$ cat src/rtl/apb_mem_bridge.sv
// apb_mem_bridge: accepts one core load/store at a time and runs it as a single
// APB4 master transfer. Handles lane steering, load extension, misalignment and timeout.
module apb_mem_bridge #(
    parameter int unsigned TIMEOUT = 255
) (
    input  logic        clk,
    input  logic        rst,
    input  logic        mem_read_en,
    input  logic        mem_write_en,
    input  logic [31:0] mem_addr,
    input  logic [31:0] mem_wdata,
    input  logic [2:0]  mem_funct3,
    output logic [31:0] mem_rdata,
    output logic        mem_ready,
    output logic        mem_err,
    output logic [31:0] paddr,
    output logic        psel,
    output logic        penable,
    output logic        pwrite,
    output logic [31:0] pwdata,
    output logic [3:0]  pstrb,
    input  logic [31:0] prdata,
    input  logic        pready,
    input  logic        pslverr
);
    typedef enum logic [2:0] {
        S_IDLE,
        S_SETUP,
        S_ACCESS,
        S_RESP,
        S_DRAIN
    } state_t;

    localparam logic [15:0] TIMEOUT_W = TIMEOUT[15:0];

    state_t      r_state;
    state_t      w_state_nxt;
    logic [1:0]  r_addr_lo;
    logic [2:0]  r_funct3;
    logic        r_write;
    logic [15:0] r_wait_cnt;

    logic        w_req;
    logic        w_req_bad;
    logic        w_timeout;
    logic [31:0] w_st_data;
    logic [3:0]  w_st_strb;
    logic [7:0]  w_lane_b;
    logic [15:0] w_lane_h;
    logic [31:0] w_load_data;

    logic [31:0] w_paddr_nxt;
    logic        w_psel_nxt;
    logic        w_penable_nxt;
    logic        w_pwrite_nxt;
    logic [31:0] w_pwdata_nxt;
    logic [3:0]  w_pstrb_nxt;
    logic        w_ready_nxt;
    logic        w_err_nxt;
    logic [31:0] w_rdata_nxt;

    assign w_req     = mem_read_en | mem_write_en;
    assign w_timeout = (TIMEOUT_W != 16'd0) && (r_wait_cnt == TIMEOUT_W);

    // Requests rejected here complete immediately without touching the bus.
    always_comb begin
        // NOTE: every combinational output gets a default first so no path leaves it unassigned (no latch).
        w_req_bad = mem_read_en & mem_write_en;
        case (mem_funct3)
            3'b000, 3'b100: begin
            end
            3'b001, 3'b101: if (mem_addr[0]) w_req_bad = 1'b1;
            3'b010:         if (mem_addr[1:0] != 2'b00) w_req_bad = 1'b1;
            default:        w_req_bad = 1'b1;
        endcase
        if (mem_write_en && mem_funct3[2]) w_req_bad = 1'b1;
    end

    always_comb begin
        w_st_data = 32'h0;
        w_st_strb = 4'h0;
        if (mem_write_en) begin
            case (mem_funct3[1:0])
                2'b00: begin
                    w_st_data = {4{mem_wdata[7:0]}};
                    w_st_strb = 4'b0001 << mem_addr[1:0];
                end
                2'b01: begin
                    w_st_data = {2{mem_wdata[15:0]}};
                    w_st_strb = 4'b0011 << mem_addr[1:0];
                end
                default: begin
                    w_st_data = mem_wdata;
                    w_st_strb = 4'b1111;
                end
            endcase
        end
    end

    // Halfword loads are aligned, so only addr[1] picks the 16-bit lane.
    always_comb begin
        w_lane_b = prdata[{r_addr_lo, 3'b000} +: 8];
        w_lane_h = prdata[{r_addr_lo[1], 4'b0000} +: 16];
        case (r_funct3)
            3'b000:  w_load_data = {{24{w_lane_b[7]}}, w_lane_b};
            3'b001:  w_load_data = {{16{w_lane_h[15]}}, w_lane_h};
            3'b100:  w_load_data = {24'h0, w_lane_b};
            3'b101:  w_load_data = {16'h0, w_lane_h};
            default: w_load_data = prdata;
        endcase
    end

    always_comb begin
        w_state_nxt = r_state;
        case (r_state)
            S_IDLE:   if (w_req) w_state_nxt = w_req_bad ? S_RESP : S_SETUP;
            S_SETUP:  w_state_nxt = S_ACCESS;
            S_ACCESS: if (pready || w_timeout) w_state_nxt = S_RESP;
            S_RESP:   w_state_nxt = S_DRAIN;
            S_DRAIN:  if (!w_req) w_state_nxt = S_IDLE;
            default:  w_state_nxt = S_IDLE;
        endcase
    end

    // Next values of the registered outputs; APB address/data hold between transfers.
    always_comb begin
        w_paddr_nxt   = paddr;
        w_pwrite_nxt  = pwrite;
        w_pwdata_nxt  = pwdata;
        w_pstrb_nxt   = pstrb;
        w_psel_nxt    = 1'b0;
        w_penable_nxt = 1'b0;
        w_ready_nxt   = 1'b0;
        w_err_nxt     = 1'b0;
        w_rdata_nxt   = 32'h0;
        case (r_state)
            S_IDLE: begin
                if (w_req && w_req_bad) begin
                    w_ready_nxt = 1'b1;
                    w_err_nxt   = 1'b1;
                end else if (w_req) begin
                    w_psel_nxt   = 1'b1;
                    w_paddr_nxt  = {mem_addr[31:2], 2'b00};
                    w_pwrite_nxt = mem_write_en;
                    w_pwdata_nxt = w_st_data;
                    w_pstrb_nxt  = w_st_strb;
                end
            end
            S_SETUP: begin
                w_psel_nxt    = 1'b1;
                w_penable_nxt = 1'b1;
            end
            S_ACCESS: begin
                if (pready) begin
                    w_ready_nxt = 1'b1;
                    w_err_nxt   = pslverr;
                    w_rdata_nxt = (!r_write && !pslverr) ? w_load_data : 32'h0;
                end else if (w_timeout) begin
                    w_ready_nxt = 1'b1;
                    w_err_nxt   = 1'b1;
                end else begin
                    w_psel_nxt    = 1'b1;
                    w_penable_nxt = 1'b1;
                end
            end
            default: begin
            end
        endcase
    end

    always_ff @(posedge clk) begin
        // NOTE: non-blocking assignments so every register samples pre-edge values.
        if (rst) begin
            r_state    <= S_IDLE;
            r_addr_lo  <= 2'b00;
            r_funct3   <= 3'b000;
            r_write    <= 1'b0;
            r_wait_cnt <= 16'd0;
            paddr      <= 32'h0;
            psel       <= 1'b0;
            penable    <= 1'b0;
            pwrite     <= 1'b0;
            pwdata     <= 32'h0;
            pstrb      <= 4'h0;
            mem_ready  <= 1'b0;
            mem_err    <= 1'b0;
            mem_rdata  <= 32'h0;
        end else begin
            r_state   <= w_state_nxt;
            paddr     <= w_paddr_nxt;
            psel      <= w_psel_nxt;
            penable   <= w_penable_nxt;
            pwrite    <= w_pwrite_nxt;
            pwdata    <= w_pwdata_nxt;
            pstrb     <= w_pstrb_nxt;
            mem_ready <= w_ready_nxt;
            mem_err   <= w_err_nxt;
            mem_rdata <= w_rdata_nxt;
            if (r_state == S_IDLE && w_req) begin
                r_addr_lo <= mem_addr[1:0];
                r_funct3  <= mem_funct3;
                r_write   <= mem_write_en;
            end
            if (w_state_nxt == S_SETUP) begin
                r_wait_cnt <= 16'd0;
            end else if (r_state == S_ACCESS && !pready) begin
                r_wait_cnt <= r_wait_cnt + 16'd1;
            end
        end
    end

endmodule

$ cat config.mk
export PLATFORM = sky130hd
export DESIGN_NAME = apb_mem_bridge
export DESIGN_NICKNAME = d
export VERILOG_FILES = /design/src/rtl/apb_mem_bridge.sv
export SDC_FILE = /design/constraint.sdc
export NUM_CORES = 1
export LEC_CHECK = 0
export CAP_MARGIN = 20
export CORE_AREA = 2 2 86 149
export CTS_BUF_LIST = sky130_fd_sc_hd__clkbuf_16
export CTS_CLUSTER_SIZE = 24
export DETAILED_ROUTE_END_ITERATION = 10
export DIE_AREA = 0 0 88 151
export GPL_ROUTABILITY_DRIVEN = 0
export PLACE_DENSITY = 0.84
export SYNTH_ARGS = -nofsm -noshare
export SYNTH_HDL_FRONTEND = slang
export SYNTH_SLANG_ARGS = --single-unit
export TNS_END_PERCENT = 100
$ cat constraint.sdc
create_clock -name clk -period 3 [get_ports clk]
set_input_delay 0.6 -clock clk [delete_from_list [all_inputs] [get_ports clk]]
set_output_delay 0.6 -clock clk [all_outputs]
set_load 0.1 [all_outputs]
Word-level counts from Yosys, hierarchy flattened
Index checks and enable logic that the tools add are counted.
W data, S select, Z words.
- register bits: 128
- bits of input ports: 105
- output and inout bits: 105
- logic and storage cells: 84
- $add $sub $neg: 1
- eq/ne operators: 14
- shifts and indexed selects: 4
- muxes and demuxes: 26
- bitwise operators: 6
- reduce and logical (&&, ||, !) cells: 19
- operators by type and width (kind ; number):
    $pmux W32 S4 ; 1
    $pmux W32 S2 ; 1
    $mux W32 ; 1
    $shiftx A32 B6 Y16 ; 1
    $shiftx A32 B6 Y8 ; 1
    $add A16 B1 Y16 const B ; 1
    $eq A16 B8 Y1 const B ; 1
    $eq A3 B3 Y1 const B ; 5
    $pmux W3 S5 ; 1
    $eq A3 B1 Y1 const B ; 4
    $mux W1 ; 11
    $eq A3 B2 Y1 const B ; 3
    $logic_not A3 Y1 ; 3
    $mux W3 ; 3
    $pmux W4 S2 ; 1
    $pmux W1 S2 ; 3
    $pmux W1 S3 ; 2
    $reduce_or A2 Y1 ; 3
    $logic_and A1 B1 Y1 ; 5
    $mux W4 ; 1
    $not A1 Y1 ; 4
    $reduce_or A4 Y1 ; 1
    $shl A1 B2 Y4 const A ; 1
    $shl A2 B2 Y4 const A ; 1
    other kinds (9) ; 11

Logic depth before layout (Yosys ltp)
Gate-level depths: netlist of run 1.
- word-level depth: 9
- mapped depth: 8
- mapped depth without buffers: 6

Least setup slack after synthesis of run 1
OpenSTA, ideal clock, no wires.
- kind: input to register
- start point: input port mem_funct3[0]
- end point: register paddr[10]
- library setup time: 0.116 ns
- arrival: 2.126 ns
- required time: 2.884 ns
- slack: 0.758 ns
- stages: 8
- buffers on the path: 3
- cell sequence: clkbuf_1 o41ai_2 o2111ai_1 a31oi_2 and2_1 buf_6 buf_8 o21ai_2
- cells in the longest elaborated chain, start to end: 7
- elaborated cells on any way between the ends: 12
- those cells by class: 4 x eq/ne; 2 x mux; 1 x bitwise; 5 x reduce/logical
- RTL lines (item ; line ; RTL):
    start: declaration ; 12 ; input logic [2:0] mem_funct3,
    $eq A3 B1 Y1 (tied with other cells) ; 69 ; case (mem_funct3)
    $reduce_or A2 Y1 ; 69 ;
    $pmux W1 S3 * ; 69 ;
    $mux W1 * ; 76 ; if (mem_write_en && mem_funct3[2]) w_req_bad = 1'b1;
    $logic_and A1 B1 Y1 * ; 138 ; if (w_req && w_req_bad) begin
    $not A1 Y1 (no source line) * ; -- ;
    $reduce_and A3 Y1 (no source line) * ; -- ;
    end signal: assignment ; 190 ; paddr <= w_paddr_nxt;
    end: declaration ; 16 ; output logic [31:0] paddr,
Mark *: on every way between the ends. The rest lies on a longest branch, timed or not.
A chain may end at the register's enable or synchronous reset.

==> results.ini, run 1 <==
[status]
status = completed

[yosys]
synth_common_cells = 128 x dfxtp_1, 57 x nand2_1, 38 x o21ai_0, 35 x clkbuf_1, 33 x nand2b_1
yosys.cell_count.top_type = dfxtp_1
synth-edff-count = 0
synth_cell_types = 49
syn_area_mm2 = 0.00567
ys_ff_latch = 128
yosys.area.top_type = dfxtp_1
yosysSeqAreaShare_pct = 45.2
synth_warnings = 0
synth_flop_cell = dfxtp_1
synth.top_cell.area_share_pct = 45.2
synthArstFlopShare_pct = 0
netlist_instances = 612
synth.area.top_cells = dfxtp_1 45%, mux2i_1 5.3%, nand4b_1 4.8%
synth_area_per_cell_um2 = 9.26

[power]
power_density_mw_per_mm2 = 722
total_power_uw = 5930
ir_worst_vdd_v = 0.000479
leakage_uw = 0.00329

[floorplan]
die_w_um = 88
row_count = 53
ioPinCount = 210
die-height_um = 151
die_area_mm2 = 0.0133
floorplan.initialDensity_pct = 47.2
core_mm2 = 0.0120

[detailed_routing]
drt_wl_total_um = 17400
wl_met1_um = 6020
dr_wl_met3_um = 1210
vias = 5475
drt_drc_violations_left = 0
vias_per_cell = 5.59
wl_per_cell_um = 17.8
drtPass1Iterations = 4
drtAntennaViolNets = 0
dr.first_iter.drc_count = 272
top_layer = met4
met2WireLength_um = 9470

[run]
drv_cap = 0

[placed_design]
place.detailed.hpwl_um = 12600
preCtsSetupSlack_ns = 0.142
place.port_buffers = 207

[global_route]
grt_usage_pct = 25.8
first_global_vias = 5423
grt_pass1_wl_um = 26400
antenna_found_initial = 0
gr-total-overflow = 0
grt_max_degree = 71

[cts]
clockBufferDepth = 2
root_buffer = clkbuf_16
clk_pin_slew_ns = 0.06
cts.sinks = 128
cts_tree = built
ctsHoldBuffers = 0
post-cts-setup-buffer-count = 0
cts_buffers = 17
insertion_delay_ns = 0.41
cts.htree.levels = 4
ctsResizeCount = 0

[sta]
tns_ns = 0
min_period_over_period_pct = 89.0
hold_viol_final = 0
setup_violations = 0
drv_slew = 0
rsz0062_at_grt = no
finalWorstSetupSlack_ns = 0.329
timing.slew.headroom_pct = 29.6
max_freq_ghz = 0.374
worst_pin_slew_ns = 1.05
min_period_ns = 2.67
clock_skew_ns = 0.0109
hold_ws_ns = 0.459

[worst_setup_path]
cp.arrival_ns = 2.97
worstSetupEndpointType = register
cp_max_fo = 32
startpoint_type = register
critical_path_required_ns = 3.29
crit_type = reg -> reg

[finish]
area_delta_synth_final_pct = 44.9
fill_cells = 964
antennaDiodeCount = 0
nets = 907
drive_gt1_share_pct = 23.0

[min_path]
worst_hold_path_type = reg -> reg

-- power breakdown --
group / switching [uW] / internal (uW) / leakage, uW
registers: 104 / 1820 / 0.00104
clock network: 797 / 1490 / 0.000324
logic: 1250 / 476 / 0.00193
total: 2150 / 3780 / 0.00329
-- path summary, 6_finish.rpt --
check                 start        to  slack (ns)  cells past startpoint
min                  pwrite    pwrite        0.46                      1
min reg2reg          pwrite    pwrite        0.46                      1
max          r_wait_cnt[14]  paddr[6]        0.33                      7
max reg2reg  r_wait_cnt[14]  paddr[6]        0.33                      7
-- sequential cells by signal, indices dropped and copies added (netlist names) --
| signal | count |
|---|---|
| pwrite | 1 |
| mem_rdata | 32 |
| penable | 1 |
| r_wait_cnt | 16 |
| pwdata | 32 |
| mem_err | 1 |
| psel | 1 |
| r_state | 3 |
| mem_ready | 1 |
| pstrb | 4 |
| r_write | 1 |
| r_addr_lo | 2 |
| r_funct3 | 3 |
| paddr | 30 |
-- through the flow --
step	cells	util, %	instance area [um2]
after detailed placement	947	63.0	7560
after global routing	979	68.4	8220
after CTS	979	68.4	8220
after floorplan	613	-	5670
after global placement	947	63.0	7560
final	979	68.4	8220
-- cell usage in the layout, fill, tap and decap left out, types with 21 or more instances in the layout --
master / netlist / routed
clkdlybuf4s50_1: 0 / 103
buf_4: 2 / 116
a21oi_1: 27 / 27
inv_1: 20 / 21
nand2_1: 57 / 57
nor2_1: 27 / 27
nand4b_1: 31 / 31
nor3_1: 26 / 26
o21ai_2: 24 / 24
dfxtp_1: 128 / 128
nand2b_1: 33 / 33
o21ai_0: 38 / 38
mux2i_1: 30 / 30
-- layout make-up --
type / count / area (um2) / share of cell area (%)
Clock buffer: 17 / 425 / 5.18
Clock inverter: 15 / 233 / 2.83
Inverter: 20 / 75.1 / 0.914
Multi-Input combinational cell: 412 / 2770 / 33.7
Sequential cell: 128 / 2560 / 31.2
Tap cell: 165 / 206 / 2.51
Timing Repair Buffer: 222 / 1950 / 23.7
-- cells by family (layout without fill, tap and decap cells) --
group / Yosys count / after routing / synth area share (%)
buffers and inverters: 73 / 274 / 6.07
xor gates and xnor gates: 15 / 15 / 2.32
AOI/OAI and AO/OA: 156 / 156 / 20.0
and+or+nand+nor: 207 / 207 / 20.6
other: 1 / 2 / 0.0662
muxes: 31 / 31 / 5.50
DFF: 128 / 128 / 45.2
adders and majority gates: 1 / 1 / 0.221
-- worst max-delay path: stages (launching register included) --
cell	delay (ns)
dfxtp_1	0.34
or4_4	0.55
nor4_4	0.44
o221a_4	0.28
buf_4	0.34
and2_2	0.28
buf_12	0.19
o21ai_0	0.12
-- per-layer routing --
metal	vias to the layer above	GRT usage (%)
met3	42	5.67
li1	2566	-
met2	282	48.3
met1	2585	25.5
met4	0	13.8
met5	-	0
Note: power is estimated with default switching activity, not from simulation.
==> run 2: changes to the inputs <==
--- a/config.mk
+++ b/config.mk
@@ -8,7 +8,7 @@
 export CAP_MARGIN = 20
 export CORE_AREA = 2 2 86 149
 export CTS_BUF_LIST = sky130_fd_sc_hd__clkbuf_16
-export CTS_CLUSTER_SIZE = 24
+export CTS_CLUSTER_SIZE = 10
 export DETAILED_ROUTE_END_ITERATION = 10
 export DIE_AREA = 0 0 88 151
 export GPL_ROUTABILITY_DRIVEN = 0
==> constraint.sdc (replaced) <==
create_clock -name clk -period 3 [get_ports clk]
set_input_delay 0.3 -clock clk [delete_from_list [all_inputs] [get_ports clk]]
set_output_delay 0.3 -clock clk [all_outputs]
set_load 0.1 [all_outputs]
==> run 2 against run 1 <==
Via count shrank 0.71%. Maximum frequency rose by 0.46%. Register-to-register slack about the same. Cell area barely moved. Sequential cell count unchanged. Clock power down 11%.
==> results.ini, run 2 (synthesis gave the netlist of run 1 again) <==
[status]
status = completed

[placed_design]
place.detailed.hpwl_um = 12500
dpl_cell_area_mm2 = 0.00762
preCtsSetupSlack_ns = 0.306
dp.cells = 945
place.port_buffers = 207

[sta]
max_freq_ghz = 0.376
min_period_over_period_pct = 88.6
min_period_ns = 2.66
timing.slew.headroom_pct = 30.2
worst_pin_slew_ns = 1.05
drv_slew = 0
hold_viol_final = 0
rsz0062_at_grt = no
setup_violations = 0
finalWorstSetupSlack_ns = 0.341
tns_ns = 0
clock_skew_ns = 0.00921

[power]
leakage_uw = 0.00316
ir_worst_vdd_v = 0.000385
power_density_mw_per_mm2 = 689
total_power_uw = 5660

[detailed_routing]
vias_per_cell = 5.56
drt_wl_total_um = 16800
dr.first_iter.drc_count = 261
drtPass1Iterations = 5
wl_per_cell_um = 17.2
vias = 5436
drt_drc_violations_left = 0
drtAntennaViolNets = 0

[floorplan]
die_w_um = 88
row_count = 53
ioPinCount = 210
core_mm2 = 0.0120
die-height_um = 151
die_area_mm2 = 0.0133
floorplan.initialDensity_pct = 47.2

[cts]
ctsResizeCount = 0
root_buffer = clkbuf_16
insertion_delay_ns = 0.41
cts_buffers = 17
cts.htree.levels = 4
clk_pin_slew_ns = 0.06
ctsHoldBuffers = 0
cts_tree = built
post-cts-setup-buffer-count = 0
clockBufferDepth = 2
cts.sinks = 128

[global_route]
gr-total-overflow = 0
grt_pass1_wl_um = 25700
grt_usage_pct = 24.9
first_global_vias = 5378
grt_max_degree = 54
use_met2_pct = 44.8
top_usage_layer = met2
met1_usage_pct = 25.1
grt_use_met3_pct = 5.78
antenna_found_initial = 0

[worst_setup_path]
cp_top_family = simple AND/OR/NAND/NOR gates
startpoint_type = register
crit_path_cell_trace = or4_1 > nor4_4 > o221a_4 > buf_4 > and2_2 > buf_4 > o21ai_0
critical_path.most_common_cell = buf_4
critPathSlowestCell = or4_1
crit_type = reg -> reg
critical_path_required_ns = 3.28
worstSetupEndpointType = register
cp.arrival_ns = 2.93
cp_max_fo = 32
slowest_delay_ns = 0.59
crit_buf_inv = 2

[finish]
fill_cells = 931
final_cells = 977
final_cell_mix = 140 x clkdlybuf4s50_1, 128 x dfxtp_1, 78 x buf_4
final_common_cell = clkdlybuf4s50_1
final_cell_area_mm2 = 0.00821
top_regs = mem_rdata (32), pwdata (32), paddr (30)
antennaDiodeCount = 0
drive_gt1_share_pct = 18.2
area_delta_synth_final_pct = 44.8
nets = 905

[run]
drv_cap = 0

[min_path]
worst_hold_path_type = reg -> reg

run 2: cell count changes in the layout (fill, tap and decap cells not counted), moves of 3 or more:
cell	before	now
clkinvlp_4	0	3
buf_4	116	78
bufinv_16	5	2
clkdlybuf4s50_1	103	140
run 2: power by group:
group          switching (uW)  total (uW)  internal, uW
combinational            1230        1710           476
sequential                106        1920          1820
clock                     792        2020          1230
run 2: final timing paths:
path	from	to	slack, ns	cells after the start
max reg2reg	r_wait_cnt[12]	paddr[6]	0.34	7
min	pstrb[1]	pstrb[1]	0.47	1
max	r_wait_cnt[12]	paddr[6]	0.34	7
min reg2reg	pstrb[1]	pstrb[1]	0.47	1
run 2: cell type report:
cell class,instances,area (um2),share of cell area [%]
flip-flops and latches,128,2560,31.2
multi-input cells,412,2770,33.7
clock inverters,15,161,1.97
clock buffers,17,425,5.18
repair buffers,220,2010,24.5
well taps,165,206,2.51
inverters,20,75.1,0.914
run 2: through the flow:
step	util [%]	hold WS (ns)
floorplan	-	0.425
global placement	63.5	0.440
detailed placement	63.5	0.449
CTS	68.4	0.471
global route	68.4	0.482
finish	68.4	0.466
run 2: routing by layer:
| layer | share of wire, % | vias to the layer above |
|---|---|---|
| met2 | 52 | 287 |
| li1 | - | 2559 |
| met4 | 5.4 | 0 |
| met1 | 36 | 2533 |
| met3 | 6.8 | 57 |
| met5 | 0 | - |
==> run 3: changes to the inputs <==
--- a/config.mk
+++ b/config.mk
@@ -6,12 +6,13 @@
 export NUM_CORES = 1
 export LEC_CHECK = 0
 export CAP_MARGIN = 20
-export CORE_AREA = 2 2 86 149
+export CORE_AREA = 3 3 87 150
 export CTS_BUF_LIST = sky130_fd_sc_hd__clkbuf_16
 export CTS_CLUSTER_SIZE = 10
 export DETAILED_ROUTE_END_ITERATION = 10
-export DIE_AREA = 0 0 88 151
+export DIE_AREA = 0 0 90 153
 export GPL_ROUTABILITY_DRIVEN = 0
+export GPL_TIMING_DRIVEN = 1
 export PLACE_DENSITY = 0.84
 export SYNTH_ARGS = -nofsm -noshare
 export SYNTH_HDL_FRONTEND = slang
==> run 3 against run 2 <==
Core utilization down 0.17 points. First-iteration DRC count up 9.2%. Worst hold slack worse by 0.091 ns. Worst setup slack better by 0.24 ns. Sequential power about the same. Clock-buffer cell count unchanged. Critical path depth down 1. Power up 1.5%. Non-clock buffer count up 2. Largest cell class unchanged.
==> results.ini, run 3 (synthesis gave the netlist of run 1 again) <==
[placed_design]
place.port_buffers = 207
place.detailed.hpwl_um = 12800

[run]
drv_cap = 0

[sta]
rsz0062_at_grt = no
clock_skew_ns = 0.00678
min_period_ns = 2.42
setup_violations = 0
min_period_over_period_pct = 80.8
drv_slew = 0
hold_ws_ns = 0.375
tns_ns = 0
timing.slew.headroom_pct = 29.3
hold_viol_final = 0
worst_pin_slew_ns = 1.06
max_freq_ghz = 0.413

[finish]
area_delta_synth_final_pct = 45.3
final_common_cell = clkdlybuf4s50_1
final_cell_mix = 139 x clkdlybuf4s50_1, 128 x dfxtp_1, 81 x buf_4
antennaDiodeCount = 0
nets = 907
final_core_util_pct = 68.2
top_regs = mem_rdata (32), pwdata (32), paddr (30)
drive_gt1_share_pct = 18.2

[cts]
root_buffer = clkbuf_16
cts_tree = built
ctsHoldBuffers = 0
cts.htree.levels = 4
insertion_delay_ns = 0.40
ctsResizeCount = 0
clockBufferDepth = 2
clk_pin_slew_ns = 0.06
post-cts-setup-buffer-count = 0
cts_buffers = 17
cts.sinks = 128

[power]
leakage_uw = 0.00318
total_power_uw = 5750
power_density_mw_per_mm2 = 698
ir_worst_vdd_v = 0.000422

[worst_setup_path]
ff2ff_setup_slack_ns = 0.58
startpoint = r_wait_cnt[14]
startpoint_type = register
critPathSlowestCell = or4_4
cp.arrival_ns = 2.71
crit_path_cell_trace = or4_4 > nor4_4 > o221a_4 > and2_2 > buf_12 > o21ai_0
rr_worst_depth = 6
reg2reg_to = paddr[6]
critical_path_required_ns = 3.28
crit_type = reg -> reg
crit_path_end = paddr[6]
slowest_delay_ns = 0.56
r2r_start = r_wait_cnt[14]
worstSetupEndpointType = register
cp_max_fo = 18

[global_route]
antenna_found_initial = 0
gr-total-overflow = 0
first_global_vias = 5705
grt_pass1_wl_um = 27900
grt_usage_pct = 24.9
grt_max_degree = 61

[detailed_routing]
vias = 5441
drt_drc_violations_left = 0
drtAntennaViolNets = 0
drtPass1Iterations = 7
dr.first_iter.drc_count = 285
vias_per_cell = 5.56
drt_wl_total_um = 17500
wl_per_cell_um = 17.9

[floorplan]
die-height_um = 153
die_area_mm2 = 0.0138
ioPinCount = 210
row_count = 53
core_mm2 = 0.0121
floorplan.initialDensity_pct = 47.0
die_w_um = 90

[status]
status = completed

[min_path]
worst_hold_path_type = in -> reg

==> run 3: cell count changes in the layout (fill, tap and decap cells not counted), sizes merged <==
cell	previous run	this run
clkdlybuf4s50	140	139
buf	80	83
bufinv	2	4
inv	24	21
==> run 3: per-layer routing <==
metal  global-route usage (%)  vias to the layer above  part of all wire (%)
met5                        0                        -                     0
met4                     13.7                        0                   4.7
met3                     7.19                       62                   8.4
met2                     44.9                      285                    51
met1                     25.5                     2536                    36
li1                         -                     2558                     -
==> run 3: worst min-delay path by stage <==
stage / startpoint / end / slack (ns) / cells past startpoint
after CTS: rst / r_state[0] / 0.37 / 2
after global routing: rst / r_state[0] / 0.42 / 2
after global placement: pstrb[1] / pstrb[1] / 0.44 / 1
final: rst / r_state[0] / 0.37 / 2
after floorplan: mem_wdata[6] / pwdata[6] / 0.43 / 1
after detailed placement: pstrb[1] / pstrb[1] / 0.44 / 1
==> run 3: per-stage QoR <==
step / instance area (um2) / std cells / worst slack, ns
floorplan: 5670 / 613 / 0.950
global route: 8230 / 978 / 0.485
global placement: 7630 / 947 / 0.373
CTS: 8230 / 978 / 0.573
detailed placement: 7630 / 947 / 0.292
finish: 8230 / 978 / 0.577
==> run 3: layout make-up <==
type	instances	area (um2)
repair buffers	222	2020
well taps	165	206
flip-flops and latches	128	2560
multi-input cells	412	2770
inverters	20	75.1
clock buffers	17	425
fillers	974	3830
clock inverters	14	174
==> run 3: where the power goes <==
| group | leakage, uW | switching (uW) | internal [uW] | total (uW) |
|---|---|---|---|---|
| clock | 0.000291 | 730 | 1370 | 2100 |
| combinational | 0.00185 | 1250 | 481 | 1740 |
| sequential | 0.00104 | 92.7 | 1820 | 1910 |
| total | 0.00318 | 2080 | 3670 | 5750 |
==> run 3: critical path: cells and delay by family, from the launching register on <==
family / cells / cell delay [ns]
AO/OA/AOI/OAI: 2 / 0.38
buffers and inverters: 1 / 0.23
flip-flops: 1 / 0.35
AND/OR/NAND/NOR: 3 / 1.33
